<file path="config.mk">
export PLATFORM = sky130hd
export DESIGN_NAME = fp_div_arbiter
export DESIGN_NICKNAME = d
export VERILOG_FILES = /design/src/rtl/fp_div_pkg.sv /design/src/rtl/fp_div_arbiter_rr_pick.sv /design/src/rtl/fp_div_arbiter.sv
export SDC_FILE = /design/constraint.sdc
export NUM_CORES = 1
export LEC_CHECK = 0
export CAP_MARGIN = 20
export CORE_AREA = 4 4 161 163
export CTS_CLUSTER_DIAMETER = 200
export CTS_CLUSTER_SIZE = 25
export DETAILED_ROUTE_END_ITERATION = 7
export DIE_AREA = 0 0 165 167
export PLACE_DENSITY = 0.59
export REMOVE_ABC_BUFFERS = 1
export SLEW_MARGIN = 10
export SYNTH_ARGS = -nofsm -noshare
export SYNTH_HDL_FRONTEND = slang
export SYNTH_SLANG_ARGS = --single-unit
</file>
<file path="constraint.sdc">
create_clock -name clk -period 5.94 [get_ports clk]
set_clock_uncertainty 0.2 [all_clocks]
set_input_delay 0.594 -clock clk [delete_from_list [all_inputs] [get_ports clk]]
set_output_delay 0.594 -clock clk [all_outputs]
set_load 0.03 [all_outputs]
</file>
<file path="src/rtl/fp_div_pkg.sv">
// Shared types and constants for the FpDiv arbiter: FSM states, round modes, canonical NaN.
package fp_div_pkg;

  localparam int unsigned DATA_W = 32;
  localparam int unsigned RM_W   = 2;

  typedef enum logic [2:0] {
    IDLE  = 3'd0,
    ISSUE = 3'd1,
    GUARD = 3'd2,
    WAIT  = 3'd3,
    RESP  = 3'd4
  } arb_state_e;

  localparam logic [RM_W-1:0] RM_RZ  = 2'b00;
  localparam logic [RM_W-1:0] RM_RUP = 2'b01;
  localparam logic [RM_W-1:0] RM_RNE = 2'b10;
  localparam logic [RM_W-1:0] RM_RDN = 2'b11;

  localparam logic [DATA_W-1:0] FP_QNAN = 32'h7FC00000;

endpackage

</file>
<file path="src/rtl/fp_div_arbiter_rr_pick.sv">
// Combinational round-robin picker: one-hot grant of the first set request at or above ptr_i.
module rr_pick #(
  parameter int unsigned N  = 4,
  parameter int unsigned PW = (N > 1) ? $clog2(N) : 1
) (
  input  logic [N-1:0]  req_i,
  input  logic [PW-1:0] ptr_i,
  output logic [N-1:0]  gnt_o
);

  logic [PW-1:0] idx;
  logic          found;

  always_comb begin
    gnt_o = '0;
    found = 1'b0;
    idx   = '0;
    for (int unsigned k = 0; k < N; k++) begin
      idx = PW'((32'(ptr_i) + k) % N);
      if (!found && req_i[idx]) begin
        gnt_o[idx] = 1'b1;
        found      = 1'b1;
      end
    end
  end

endmodule

</file>
<file path="src/rtl/fp_div_arbiter.sv">
// Round-robin arbiter sharing one sequential FpDiv core among NUM_REQ requesters.
// Optional WAIT watchdog enabled by defining FP_DIV_ARB_TIMEOUT_EN.
module fp_div_arbiter
  import fp_div_pkg::*;
#(
  parameter int unsigned NUM_REQ        = 4,
  parameter int unsigned TIMEOUT_CYCLES = 1023
) (
  input  logic                  clk,
  input  logic                  rst,
  input  logic [NUM_REQ-1:0]    req_valid,
  input  logic [NUM_REQ*32-1:0] req_a,
  input  logic [NUM_REQ*32-1:0] req_b,
  input  logic [NUM_REQ*2-1:0]  req_round,
  output logic [NUM_REQ-1:0]    req_ready,
  output logic [NUM_REQ-1:0]    rsp_valid,
  input  logic [NUM_REQ-1:0]    rsp_ready,
  output logic [31:0]           rsp_result,
  output logic                  rsp_err,
  output logic                  div_start,
  output logic [31:0]           div_a,
  output logic [31:0]           div_b,
  output logic [1:0]            div_round_mode,
  input  logic [31:0]           div_result,
  input  logic                  div_done
);

  localparam int unsigned PW = $clog2(NUM_REQ);

  arb_state_e            state_q;
  logic [PW-1:0]         ptr_q;
  logic [PW-1:0]         ptr_d;
  logic [PW-1:0]         grant_q;
  logic [DATA_W-1:0]     a_q;
  logic [DATA_W-1:0]     b_q;
  logic [RM_W-1:0]       rm_q;
  logic                  start_q;
  logic [DATA_W-1:0]     result_q;
  logic [NUM_REQ-1:0]    rsp_valid_q;

  logic [NUM_REQ-1:0]    gnt_oh;
  logic [PW-1:0]         gnt_idx;
  logic [DATA_W-1:0]     sel_a;
  logic [DATA_W-1:0]     sel_b;
  logic [RM_W-1:0]       sel_rm;
  logic                  accept;
  logic                  timeout_c;

  rr_pick #(.N(NUM_REQ), .PW(PW)) u_pick (
    .req_i (req_valid),
    .ptr_i (ptr_q),
    .gnt_o (gnt_oh)
  );

  // Grant index and operand select from the one-hot pick.
  always_comb begin
    gnt_idx = '0;
    sel_a   = '0;
    sel_b   = '0;
    sel_rm  = '0;
    for (int unsigned k = 0; k < NUM_REQ; k++) begin
      if (gnt_oh[k]) begin
        gnt_idx = PW'(k);
        sel_a   = req_a[k*32 +: 32];
        sel_b   = req_b[k*32 +: 32];
        sel_rm  = req_round[k*2 +: 2];
      end
    end
  end

  assign req_ready = (state_q == IDLE) ? gnt_oh : '0;
  assign accept    = |(req_valid & req_ready);
  assign ptr_d     = (gnt_idx == PW'(NUM_REQ - 1)) ? '0 : gnt_idx + PW'(1);

`ifdef FP_DIV_ARB_TIMEOUT_EN
  localparam int unsigned CW = $clog2(TIMEOUT_CYCLES + 1);

  logic [CW-1:0] cnt_q;
  logic          err_q;

  assign timeout_c = (cnt_q == CW'(TIMEOUT_CYCLES - 1));

  // Watchdog: cleared while in GUARD so it starts at zero on WAIT entry.
  always_ff @(posedge clk) begin
    if (rst) begin
      cnt_q <= '0;
      err_q <= 1'b0;
    end else begin
      if (state_q == GUARD) begin
        cnt_q <= '0;
      end else if (state_q == WAIT) begin
        cnt_q <= cnt_q + CW'(1);
      end
      if (accept) begin
        err_q <= 1'b0;
      end else if ((state_q == WAIT) && !div_done && timeout_c) begin
        err_q <= 1'b1;
      end
    end
  end

  assign rsp_err = err_q;
`else
  assign timeout_c = 1'b0;
  assign rsp_err   = 1'b0;
`endif

  // Main sequencer: accept, pulse start, guard stale done, wait, respond.
  always_ff @(posedge clk) begin
    if (rst) begin
      state_q     <= IDLE;
      ptr_q       <= '0;
      grant_q     <= '0;
      a_q         <= '0;
      b_q         <= '0;
      rm_q        <= '0;
      start_q     <= 1'b0;
      result_q    <= '0;
      rsp_valid_q <= '0;
    end else begin
      case (state_q)
        IDLE: begin
          if (accept) begin
            a_q     <= sel_a;
            b_q     <= sel_b;
            rm_q    <= sel_rm;
            grant_q <= gnt_idx;
            ptr_q   <= ptr_d;
            start_q <= 1'b1;
            state_q <= ISSUE;
          end
        end
        ISSUE: begin
          start_q <= 1'b0;
          state_q <= GUARD;
        end
        GUARD: begin
          state_q <= WAIT;
        end
        WAIT: begin
          if (div_done) begin
            result_q    <= div_result;
            rsp_valid_q <= NUM_REQ'(1) << grant_q;
            state_q     <= RESP;
          end else if (timeout_c) begin
            result_q    <= FP_QNAN;
            rsp_valid_q <= NUM_REQ'(1) << grant_q;
            state_q     <= RESP;
          end
        end
        RESP: begin
          if (rsp_ready[grant_q]) begin
            rsp_valid_q <= '0;
            state_q     <= IDLE;
          end
        end
        default: state_q <= IDLE;
      endcase
    end
  end

  assign rsp_valid      = rsp_valid_q;
  assign rsp_result     = result_q;
  assign div_start      = start_q;
  assign div_a          = a_q;
  assign div_b          = b_q;
  assign div_round_mode = rm_q;

endmodule
</file>
==> reports/results.ini, run 1 <==
[outcome]
status=complete, no violations

[worst_setup_path]
r2r-end=div_b[17]$_SDFFE_PP0P_
crit_end=req_ready[3]
slowest_delay_ps=690
cpLargestDelayFamily=simple AND/OR/NAND/NOR gates
start_kind=flop
regToRegSetupSlack_ps=1910
worstSetupEndpointType=primary output
critPathBufInv=2
arrival_ps=3630
cp_max_fo=10
r2r_cells=10
crit_type=flop to primary output
crit_chain=inv_1 > ha_1 > mux4_2 > nor4b_4 > nand2_1 > and3_2 > nor2_1 > clkdlybuf4s50_1
cp_num_cells=8
cpMaxStageDelayCell=clkdlybuf4s50_1
cp-startpoint=ptr_q[0]$_SDFFE_PP0P_
timing.rr.start=ptr_q[0]$_SDFFE_PP0P_
cp.required_ps=5150

[placed_design]
dpl_worst_slack_ps=1720
dp_cells=1375
post-dp-hpwl_um=19900
place_congestion=0.835
placement.io_buffers=413

[run]
drv_cap=0

[pwr]
p_total_uw=5600
power_density_nw_per_um2=511
irDropWorstVdd_v=0.000401
p_leak_uw=0.00432

[clock_network]
cts.sinks=110
cts_buffer_depth=2
clkLatencyLatePin_ps=350
postCtsHoldBufs=0
post_cts_buffers=0
htree_num_levels=3
clk_pin_slew_worst_paths_ps=80
cts_resized=0
clock-root-buffer=clkbuf_16
numCtsBuffers=9
cts_tree=done

[detailed_routing]
drtIter0Drc=341
routedWlPerCell_um=20.0
drc_errors=0
ant_nets=0
vias=7042
totalWireLength_um=27800
vias_per_cell=5.06
first_pass_iters=4

[die]
core_um2=24300
num_rows=57
start_util=0.263
die_area_um2=27600
die_w_um=165
fp.dieH_um=167
io_pins=415

[sta]
rsz0062_at_grt=no
worst_slew_pin_slew_ps=993
setup_ws_ps=1510
drv_slew=0
min_period_ps=4430
finalHoldViolations=0
fmax_mhz=226
fin_crit_sh=0.745
setup_viol=0
whs_ps=256
max_slew_margin=0.338

[synthesis]
ys_seq_area_frac=0.345
synth_top_area_share=0.345
syn_inst=710
synth_warnings=0
synthTopCellsByArea=dfxtp_1 34%, o41ai_2 10%, a221oi_1 9.1%, nand3b_1 8.0%, a21o_1 7.8%
async_flop_share=0
synth_area_um2=6390
synth_top_area_cell=dfxtp_1
syn_area_per_cell_um2=8.99
ys.flop_type=dfxtp_1
synth_edf_count=0
ys_types=40
ys_ff_latch=110

[global_routing]
track_usage=0.187
grt_pass1_wl_um=40800
grt_max_degree=95
grt_pass1_vias=7126
gr-total-overflow=0
antenna_found_initial=1

[worst_hold_path]
whs_path_depth=2
hold_path.class=flop to flop

[final_layout]
syn_to_final_growth_pct=71.7
drive_above_1_share=0.0797
final_nets=1375
antennaDiodeCount=0
finalNonFillerCells=1391
final_util=0.451

[worst min-delay path by stage]
stage | from | slack [ps] | end
after detailed placement | rsp_result[18]$_SDFFE_PP0P_ | 250 | rsp_result[18]$_SDFFE_PP0P_
after floorplan | grant_q[1]$_SDFFE_PP0P_ | 270 | grant_q[1]$_SDFFE_PP0P_
final | rsp_result[14]$_SDFFE_PP0P_ | 260 | rsp_result[14]$_SDFFE_PP0P_
after CTS | rsp_result[18]$_SDFFE_PP0P_ | 260 | rsp_result[18]$_SDFFE_PP0P_
after global routing | rsp_result[14]$_SDFFE_PP0P_ | 270 | rsp_result[14]$_SDFFE_PP0P_
after global placement | rsp_result[5]$_SDFFE_PP0P_ | 240 | rsp_result[5]$_SDFFE_PP0P_
[placed cells by master (no fill, tap or decap), drive strengths merged, types with 3 or more instances in the layout]
cell type      synthesis  routed
nand2                 87      87
a21oi                 38      38
ha                     6       6
a221oi                66      66
buf                   38      11
nand3b                68      68
mux4                   5       5
or3                    3       3
dfxtp                110     110
nor2                  78      78
and3                   3       3
o21a                   3       3
o41ai                 66      66
clkdlybuf4s50          0     412
inv                    4       6
a21o                  66      66
clkbuf                44       9
nand3                  3       3
a31oi                  4       4
[power breakdown]
part	internal, uW	switching (uW)
clock	334	313
combinational	1540	2250
sequential	1000	162
total	2870	2730
[state kept, by name (all words and copies together) (netlist names)]
| signal | flops |
|---|---|
| rsp_valid | 4 |
| rsp_result | 32 |
| grant_q | 2 |
| ptr_q | 2 |
| div_a | 32 |
| state_q | 3 |
| div_round_mode | 2 |
| div_start | 1 |
| div_b | 32 |
[through the flow]
stage / area, um^2 / setup TNS (ps)
2_1_floorplan: 5980 / -83970
3_3_place_gp: 10700 / 0
3_5_place_dp: 10700 / 0
4_1_cts: 11000 / 0
5_1_grt: 11000 / 0
6_report: 11000 / 0
[per-layer routing]
layer	vias up	track usage	routed length (um)
met1	3324	0.206	10800
met3	30	0.0657	2760
met4	0	0.0459	442
met5	-	0	0
met2	294	0.341	13800
li1	3394	-	-
[worst reg2reg max path, cell delays in order, from the launching register on]
cell and delay (ps):
dfxtp_1 590, inv_1 130, ha_1 350, mux4_2 600, nor4b_4 380, nand2_1 140
and3_1 230, nor2_4 480, buf_12 300, a221oi_1 170, o41ai_1 350
[final cells by class]
type | count | area (um^2)
repair buffers | 423 | 4240
multi-input cells | 514 | 3800
well taps | 324 | 405
clock inverters | 7 | 81.3
fillers | 2413 | 13400
clock buffers | 9 | 225
inverters | 4 | 15.0
flip-flops and latches | 110 | 2200
[Yosys cell counts, types with 4 or more instances]
library cell / number
buf_2: 21
ha_1: 6
nand3b_1: 68
a31oi_1: 4
a21oi_1: 38
nor2_1: 77
inv_1: 4
buf_4: 10
dfxtp_1: 110
nand2_1: 86
clkbuf_1: 44
a221oi_1: 66
buf_6: 5
mux4_2: 5
o41ai_2: 41
a21o_1: 66
o41ai_1: 25
[logic make-up after synthesis]
kind of cell,synth area share
AO/OA/AOI/OAI,0.360
AND/OR/NAND/NOR,0.199
flip-flops,0.345
buffers and inverters,0.0664
adder cells (fa/ha/maj),0.0118
multiplexers,0.0176
other,0.000587
Power figures use the tool's default switching activity.
==> run 2, diff against run 1 <==
Settings changed: CORE_AREA 4 4 161 163 to 4 4 158 160, DIE_AREA 0 0 165 167 to 0 0 162 164, PLACE_DENSITY 0.59 to 0.61.
Clock period 5.94 ns to 4.08 ns, I/O delays scaled along.
==> run 2 against run 1 <==
Effect of this change:
- critical path depth is the same
- clock-buffer cell count is the same
- die area shrank 3.6%
- register-to-register slack lost 1600 ps
- setup slack lost 1200 ps
==> reports/results.ini, run 2 (same netlist as run 1, synthesis figures left out) <==
[outcome]
status=complete, no violations

[sta]
fin_crit_sh=0.929
finalHoldViolations=0  ; unchanged
rsz0062_at_grt=no
fmax_mhz=264
worst_slew_pin_slew_ps=887  ; -107 ps
finalSetupTns_ps=0  ; unchanged
drv_slew=0  ; unchanged
min_period_ps=3790
max_slew_margin=0.409  ; +0.0712
setup_ws_ps=288  ; -1220 ps
setup_viol=0  ; unchanged

[pwr]
p_leak_uw=0.00438  ; +1.3%
power_density_nw_per_um2=744  ; +46%
irDropWorstVdd_v=0.000579  ; +44%

[final_layout]
final_cell_mix=408 x clkdlybuf4s50_1, 110 x dfxtp_1, 86 x nand2_1
syn_to_final_growth_pct=72.6
drive_above_1_share=0.0849  ; +0.00523
layout_commonest_cell=clkdlybuf4s50_1
antennaDiodeCount=0  ; unchanged
final_util=0.471  ; +0.0200
final_nets=1381  ; +0.44%

[die]
die_w_um=162  ; -1.8%
core_um2=23400  ; -3.8%
io_pins=415  ; unchanged
start_util=0.273  ; +0.0103
fp.dieH_um=164  ; -1.8%
num_rows=56  ; -1.8%
die_area_um2=26600  ; -3.6%

[clock_network]
htree_num_levels=3  ; unchanged
numCtsBuffers=9  ; unchanged
clk_pin_slew_worst_paths_ps=80  ; about the same
clkLatencyLatePin_ps=350  ; about the same
postCtsHoldBufs=0  ; unchanged
cts_buffer_depth=2  ; unchanged
cts_tree=done
cts.sinks=110  ; unchanged
clock-root-buffer=clkbuf_16

[worst_setup_path]
cpLargestDelayFamily=simple AND/OR/NAND/NOR gates
crit_type=flop to primary output
cp_max_fo=7  ; -3
arrival_ps=3180  ; -450 ps
critPathBufInv=2  ; unchanged
worstSetupEndpointType=primary output
cpMaxStageDelayCell=mux4_2
cp.required_ps=3470  ; -1680 ps
crit_chain=inv_1 > ha_1 > mux4_2 > nor4b_4 > nand2_1 > and3_1 > nor2_1 > dlygate4sd2_1
start_kind=flop
slowest_delay_ps=610  ; -80 ps

[detailed_routing]
routedWlPerCell_um=20.1  ; +0.81%
first_pass_iters=4  ; unchanged
totalWireLength_um=28000  ; +0.81%
vias=7127  ; +1.2%
ant_nets=0  ; unchanged
drtIter0Drc=405  ; +19%
drc_errors=0  ; unchanged
vias_per_cell=5.12  ; +1.2%

[global_routing]
grt_max_degree=108  ; +14%
grt_pass1_vias=7361  ; +3.3%
grt_pass1_wl_um=42000  ; +2.8%
track_usage=0.200  ; +0.0126
gr-total-overflow=0  ; unchanged
antenna_found_initial=0  ; -1

[placed_design]
place_congestion=0.850  ; +1.8%
dpl_worst_slack_ps=318  ; -1410 ps
post-dp-hpwl_um=20800  ; +4.3%
placement.io_buffers=413  ; unchanged

[run]
drv_cap=0  ; unchanged

[worst_hold_path]
hold_path.class=flop to flop

## run 2: what timing repair did
item                       CTS  global route
gates resized for setup      2             1
setup buffers                0             0
setup endpoints to repair    2             1
pin swaps                    0             0
## run 2: worst register-to-register path, delay by kind of cell, from the launching register on
family	cells	cell delay (ps)
adders and majority gates	1	360
DFF	1	470
muxes	1	610
AOI/OAI and AO/OA	2	560
buffers and inverters	2	570
and+or+nand+nor	4	900
## run 2: layout make-up
type / count / area, um^2
clock inverters: 6 / 55.1
flip-flops and latches: 110 / 2200
well taps: 319 / 399
multi-input cells: 514 / 3800
clock buffers: 9 / 225
inverters: 4 / 15.0
fillers: 2296 / 12400
repair buffers: 429 / 4330
## run 2: where the power goes
group | switching [uW] | internal (uW)
Clock | 443 | 423
Combinational | 3340 | 2310
Sequential | 226 | 1460
## run 2: path summary, 6_finish.rpt
check	startpoint	end	slack [ps]	cells after the start
max	ptr_q[1]$_SDFFE_PP0P_	req_ready[1]	290	8
min	rsp_result[5]$_SDFFE_PP0P_	rsp_result[5]$_SDFFE_PP0P_	260	2
max reg2reg	ptr_q[1]$_SDFFE_PP0P_	div_a[30]$_SDFFE_PP0P_	330	10
min reg2reg	rsp_result[5]$_SDFFE_PP0P_	rsp_result[5]$_SDFFE_PP0P_	260	2
## run 2: per-layer routing
metal | track usage | part of all wire | up-vias
met5 | 0 | 0 | -
met4 | 0.0584 | 0.025 | 0
met3 | 0.0680 | 0.092 | 39
met2 | 0.358 | 0.49 | 315
met1 | 0.227 | 0.39 | 3363
li1 | - | - | 3410
## run 2: stage by stage
step	area [um^2]	hold WS (ps)	instances	total power, uW
floorplan	5980	269	628	5290
global route	11000	279	1391	8780
detailed placement	10700	246	1376	7410
finish	11000	257	1391	8200
global placement	10700	241	1376	7410
CTS	11000	258	1391	8320
